[src/rtl/mult_pipe_pkg.sv]
// Shared types for the pipelined RV32M multiplier: function encoding,
// default widths, the per-stage payload and the operand-extension rules.
package mult_pipe_pkg;

  localparam int XLEN  = 32;
  localparam int TAG_W = 6;

  typedef enum logic [1:0] {
    MULT_MUL    = 2'h0,
    MULT_MULH   = 2'h1,
    MULT_MULHSU = 2'h2,
    MULT_MULHU  = 2'h3
  } MULT_FUNC;

  typedef struct packed {
    logic [2*XLEN-1:0] psum;
    logic [2*XLEN-1:0] mcand;
    logic [2*XLEN-1:0] mplier;
    MULT_FUNC          func;
    logic [TAG_W-1:0]  tag;
    logic              valid;
  } MULT_STAGE_PACKET;

  function automatic logic opa_is_signed(input MULT_FUNC f);
    return (f != MULT_MULHU);
  endfunction

  function automatic logic opb_is_signed(input MULT_FUNC f);
    return (f == MULT_MUL) || (f == MULT_MULH);
  endfunction

endpackage

[src/rtl/mult_stage.sv]
// One multiplier pipeline stage: multiply the multiplicand by the low chunk of
// the remaining multiplier, accumulate, then register with enable and clear.
module mult_stage
  import mult_pipe_pkg::*;
#(
  parameter int XLEN  = mult_pipe_pkg::XLEN,
  parameter int CHUNK = 16
) (
  input  logic             clock,
  input  logic             reset,
  input  logic             en_i,
  input  logic             clr_i,
  input  MULT_STAGE_PACKET pkt_i,
  output MULT_STAGE_PACKET pkt_o
);

  localparam int PW = 2 * XLEN;
  localparam logic [PW-1:0] CHUNK_MASK = {PW{1'b1}} >> (PW - CHUNK);

  MULT_STAGE_PACKET pkt_d;
  MULT_STAGE_PACKET pkt_q;
  logic [PW-1:0]    chunk;

  // Chunk multiply-accumulate; multiplicand and multiplier shift for the next stage
  always_comb begin
    pkt_d        = pkt_i;
    chunk        = pkt_i.mplier & CHUNK_MASK;
    pkt_d.psum   = pkt_i.psum + (pkt_i.mcand * chunk);
    pkt_d.mcand  = pkt_i.mcand << CHUNK;
    pkt_d.mplier = pkt_i.mplier >> CHUNK;
  end

  // Stage register: squash drops only the valid bit, stall holds everything
  always_ff @(posedge clock or negedge reset) begin
    if (!reset) begin
      pkt_q <= '0;
    end else if (clr_i) begin
      pkt_q.valid <= 1'b0;
    end else if (en_i) begin
      pkt_q <= pkt_d;
    end
  end

  assign pkt_o = pkt_q;

endmodule

[src/rtl/mult_pipe.sv]
// Pipelined RV32M multiplier (MUL/MULH/MULHSU/MULHU) with a tag carried per op,
// global back-pressure stall and branch-mispredict squash.
module mult_pipe
  import mult_pipe_pkg::*;
#(
  parameter int XLEN       = mult_pipe_pkg::XLEN,
  parameter int NUM_STAGES = 4,
  parameter int TAG_W      = mult_pipe_pkg::TAG_W
) (
  input  logic             clock,
  input  logic             reset,
  input  logic             squash,
  input  logic             in_valid,
  output logic             in_ready,
  input  logic [XLEN-1:0]  in_opa,
  input  logic [XLEN-1:0]  in_opb,
  input  MULT_FUNC         in_func,
  input  logic [TAG_W-1:0] in_tag,
  output logic             out_valid,
  input  logic             out_ready,
  output logic [XLEN-1:0]  out_result,
  output logic [TAG_W-1:0] out_tag
);

  localparam int CHUNK = (2 * XLEN) / NUM_STAGES;

  MULT_STAGE_PACKET head_pkt;
  MULT_STAGE_PACKET last_pkt;
  MULT_STAGE_PACKET stage_out [NUM_STAGES];
  logic             advance;
  logic             a_sgn;
  logic             b_sgn;
  logic             unused_last_bits;

  assign advance  = !out_valid || out_ready;
  assign in_ready = advance && !squash;

  // Operand extension to 2*XLEN and first-stage payload
  always_comb begin
    a_sgn           = opa_is_signed(in_func);
    b_sgn           = opb_is_signed(in_func);
    head_pkt        = '0;
    head_pkt.mcand  = {{XLEN{in_opa[XLEN-1] & a_sgn}}, in_opa};
    head_pkt.mplier = {{XLEN{in_opb[XLEN-1] & b_sgn}}, in_opb};
    head_pkt.func   = in_func;
    head_pkt.tag    = in_tag;
    head_pkt.valid  = in_valid && in_ready;
  end

  for (genvar g = 0; g < NUM_STAGES; g++) begin : g_stage
    MULT_STAGE_PACKET stage_in;
    if (g == 0) begin : g_first
      assign stage_in = head_pkt;
    end else begin : g_chain
      assign stage_in = stage_out[g-1];
    end

    mult_stage #(
      .XLEN  (XLEN),
      .CHUNK (CHUNK)
    ) u_stage (
      .clock (clock),
      .reset (reset),
      .en_i  (advance),
      .clr_i (squash),
      .pkt_i (stage_in),
      .pkt_o (stage_out[g])
    );
  end

  assign last_pkt = stage_out[NUM_STAGES-1];

  // Result select from the registered final product
  always_comb begin
    out_valid = last_pkt.valid;
    out_tag   = last_pkt.tag;
    if (last_pkt.func == MULT_MUL) begin
      out_result = last_pkt.psum[XLEN-1:0];
    end else begin
      out_result = last_pkt.psum[2*XLEN-1:XLEN];
    end
  end

  assign unused_last_bits = ^{last_pkt.mcand, last_pkt.mplier};

endmodule

[config.mk]
export PLATFORM = sky130hd
export DESIGN_NAME = mult_pipe
export DESIGN_NICKNAME = d
export VERILOG_FILES = /design/src/rtl/mult_pipe_pkg.sv /design/src/rtl/mult_stage.sv /design/src/rtl/mult_pipe.sv
export SDC_FILE = /design/constraint.sdc
export NUM_CORES = 2
export LEC_CHECK = 0
export ABC_AREA = 1
export CORE_MARGIN = 2
export CORE_UTILIZATION = 50
export DETAILED_ROUTE_END_ITERATION = 6
export GPL_TIMING_DRIVEN = 0
export PLACE_DENSITY_LB_ADDON = 0.25
export SLEW_MARGIN = 20
export SYNTH_ARGS = -nofsm -noshare
export SYNTH_HDL_FRONTEND = slang
export SYNTH_SLANG_ARGS = --single-unit
[constraint.sdc]
create_clock -name clock -period 9.3 [get_ports clock]
set_clock_uncertainty 0.1 [all_clocks]
set_input_delay 0.93 -clock clock [delete_from_list [all_inputs] [get_ports clock]]
set_output_delay 0.93 -clock clock [all_outputs]
set_load 0.01 [all_outputs]
==> run summary <==
Outcome -> finished, violations left
Failing checks -> DRC
CTS Root Cell -> clkbuf_16
Fin. max-slew vios -> 0
Post-Syn Nets -> 10100
Final hold vios -> 0
Post-synth EDFFs -> 0
Clock Latency Late Sink -> 0.60 ns
H-tree levels -> 2
RD Place Congestion -> 1.03
Die Span Y -> 366 um
Chip width -> 366 um
HP Class -> input port to asynchronous set/reset pin
Post-CTS setup buffer count -> 0
Top FF cell, synth -> dfrtp_1
Finish-stage setup viols -> 0
R2r worst-path depth -> 35
Mean area per synthesized cell -> 7.76 um^2
Crit end category -> flip-flop
Rows -> 132
Met2 wire length -> 101 mm
Largest net degree at the start of global routing -> 102
HPWL Detailed -> 188 mm
Slowest cell on crit path -> fa_1
WP data arrival -> 9.45 ns
Grt ovf -> 0
Largest cells by area after synthesis -> fa_1 (37%), dfrtp_1 (14%), nand2_1 (13%)
# fillers -> 12700
Cell mode on critical path -> nand2_1
DIE AREA -> 134000 um^2
Post-route DRC -> 1
Number of max-cap violations -> 0
Least-Margin Pin Slew -> 1.22 ns
Area Growth Syn to Fin -> 6.88%
First-pass GRT wire length -> 337 mm
CTS Buf Count -> 43
Max reg flops -> 378
R2R setup slack -> 0.26 ns
CP Data Required Time -> 9.71 ns
Dominant cell type by area after synthesis -> fa_1
CTS tree -> built
Antenna viol nets, final -> 0
Metal3 WL -> 18.9 mm
Max clock buf depth -> 3
Crit share post-route -> 0.972
Vias/cell -> 5.34
Finished Cell Area -> 70000 um^2
Min cycle time layout -> 9.04 ns
Initial cell density of the core -> 0.505
Vias in the first global route -> 56200
Normalized max-slew margin -> 0.187
Fraction of layout cells with a size suffix above 1 -> 0.0253
Clock Sinks -> 378
Vias -> 55100
Core Footprint -> 130000 um^2
Router iterations before antenna repair -> 7
Setup Crit Path Kind -> flip-flop to flip-flop
DR iter-0 viols -> 4944
Initial antenna violation count -> 6
Share of the synthesized area in the top cell type -> 0.369
Max Clock Freq -> 111 MHz
Syn. warnings -> 0
Post-Syn Area -> 65500 um^2
Reg clk slew, reported paths -> 0.07 ns
Post-synth cell types -> 54
Post-Synthesis Cells -> 8446
Wl on met1 -> 91.9 mm
Tot GR Track Use -> 0.333
WL final -> 222 mm
Ys async rst share -> 1.00
Nets -> 10200
CP max stage delay -> 0.57 ns
Seq cells post-synth -> 378
Startpoint types -> flip-flop
Top Metal Used -> met5
Post-DP Area -> 68600 um^2
# IOs -> 117
Number of port buffers -> 82
CP Max Fanout -> 10
DR WL/cell -> 21.5 um
Seq/Total Area, Yosys -> 0.144
-- critical path, delay by kind of cell (launching register included) --
family	cells	cell delay [ns]
fa+ha+maj	8	3.84
buf+inv	7	1.32
xor+xnor	1	0.37
simple gates	15	2.32
flops	1	0.32
compound gates	4	0.68
-- area by class of cell --
cell class	instances	area, um^2	share of cell area
Antenna cell	6	15.0	0.000214
Clock inverter	17	170	0.00243
Tap cell	1742	2180	0.0311
Inverter	2168	8140	0.116
Sequential cell	378	9470	0.135
Buffer	313	1280	0.0182
Multi-Input combinational cell	5558	46600	0.666
Clock buffer	58	1220	0.0175
Timing Repair Buffer	86	936	0.0134
-- worst paths after layout --
check,startpoint,endpoint
min,reset,g_stage[0].u_stage.pkt_o[140]$_DFFE_PN0P_
min in group clock,g_stage[2].u_stage.pkt_o[156]$_DFFE_PN0P_,g_stage[3].u_stage.pkt_o[156]$_DFFE_PN0P_
max in group asynchronous,reset,g_stage[0].u_stage.pkt_o[7]$_DFFE_PN0P_
max reg2reg,g_stage[0].u_stage.pkt_o[108]$_DFFE_PN0P_,g_stage[1].u_stage.pkt_o[200]$_DFFE_PN0P_
min reg2reg,g_stage[2].u_stage.pkt_o[156]$_DFFE_PN0P_,g_stage[3].u_stage.pkt_o[156]$_DFFE_PN0P_
max,g_stage[0].u_stage.pkt_o[108]$_DFFE_PN0P_,g_stage[1].u_stage.pkt_o[200]$_DFFE_PN0P_
-- placed cells by master (no fill, tap or decap), drive strengths merged, types with 6 or more instances in the layout --
| master | n |
|---|---|
| a21boi | 8 |
| a21o | 28 |
| a21oi | 249 |
| a31oi | 55 |
| and3 | 10 |
| buf | 32 |
| clkbuf | 344 |
| clkdlybuf4s50 | 81 |
| clkinv | 10 |
| dfrtp | 378 |
| diode | 6 |
| fa | 1206 |
| ha | 354 |
| inv | 2172 |
| mux2 | 29 |
| nand2 | 2302 |
| nand3 | 194 |
| nand3b | 12 |
| nand4 | 41 |
| nor2 | 372 |
| nor3 | 33 |
| nor4 | 9 |
| o211ai | 8 |
| o21a | 13 |
| o21ai | 400 |
| o21bai | 27 |
| o22ai | 9 |
| or2 | 20 |
| xnor2 | 75 |
| xor2 | 86 |
-- cell usage after synthesis, types with 9 or more instances --
cell and instances:
nand2_1 2301, o21ai_1 82, clkbuf_1 317, nor4_1 9, nand4_1 40, a21o_1 28
fa_1 1206, nor3_1 32, nand3b_1 12, inv_1 2165, and3_1 10, a21oi_1 246
o21bai_1 27, dfrtp_1 378, o22ai_1 9, or2_1 9, xor2_1 86, buf_1 13
nor2_1 365, o21ai_0 317, mux2_2 29, ha_1 354, xnor2_1 75, o21a_1 13
nand3_1 191, a31oi_1 55
-- timing repair --
action,in CTS,in global routing
setup endpoints to repair,3,21
gates resized for setup,6,104
hold buffers,0,0
-- cell families after synthesis --
group,count (synthesis),share of synthesized area
flip-flops,378,0.144
AND/OR/NAND/NOR,2995,0.181
XOR/XNOR,161,0.0215
buffers and inverters,2510,0.144
adder cells (fa/ha/maj),1560,0.436
multiplexers,29,0.00498
AO/OA/AOI/OAI,813,0.0677
-- metal layers --
metal / track usage / vias up
met1: 0.458 / 27400
met2: 0.534 / 2388
met5: 0 / -
li1: - / 24900
met4: 0.130 / 2
met3: 0.0465 / 446
-- metrics by stage --
step           std cells   util  setup slack, ns  setup TNS, ns  hold slack, ns
4_1_cts            10300  0.539        0.0000595              0           0.137
3_5_place_dp       10300  0.529           -0.120         -0.120           0.355
6_report           10300  0.539            0.262              0           0.147
3_3_place_gp       10300  0.528            -9.60       -3603.91           0.353
2_1_floorplan       8446      -             2.34              0           0.341
5_1_grt            10300  0.539          -0.0332        -0.0332           0.159
Power is left out: the tool's default activity adds up to more than one toggle a clock period on the data nets, which glitch-free logic cannot reach.
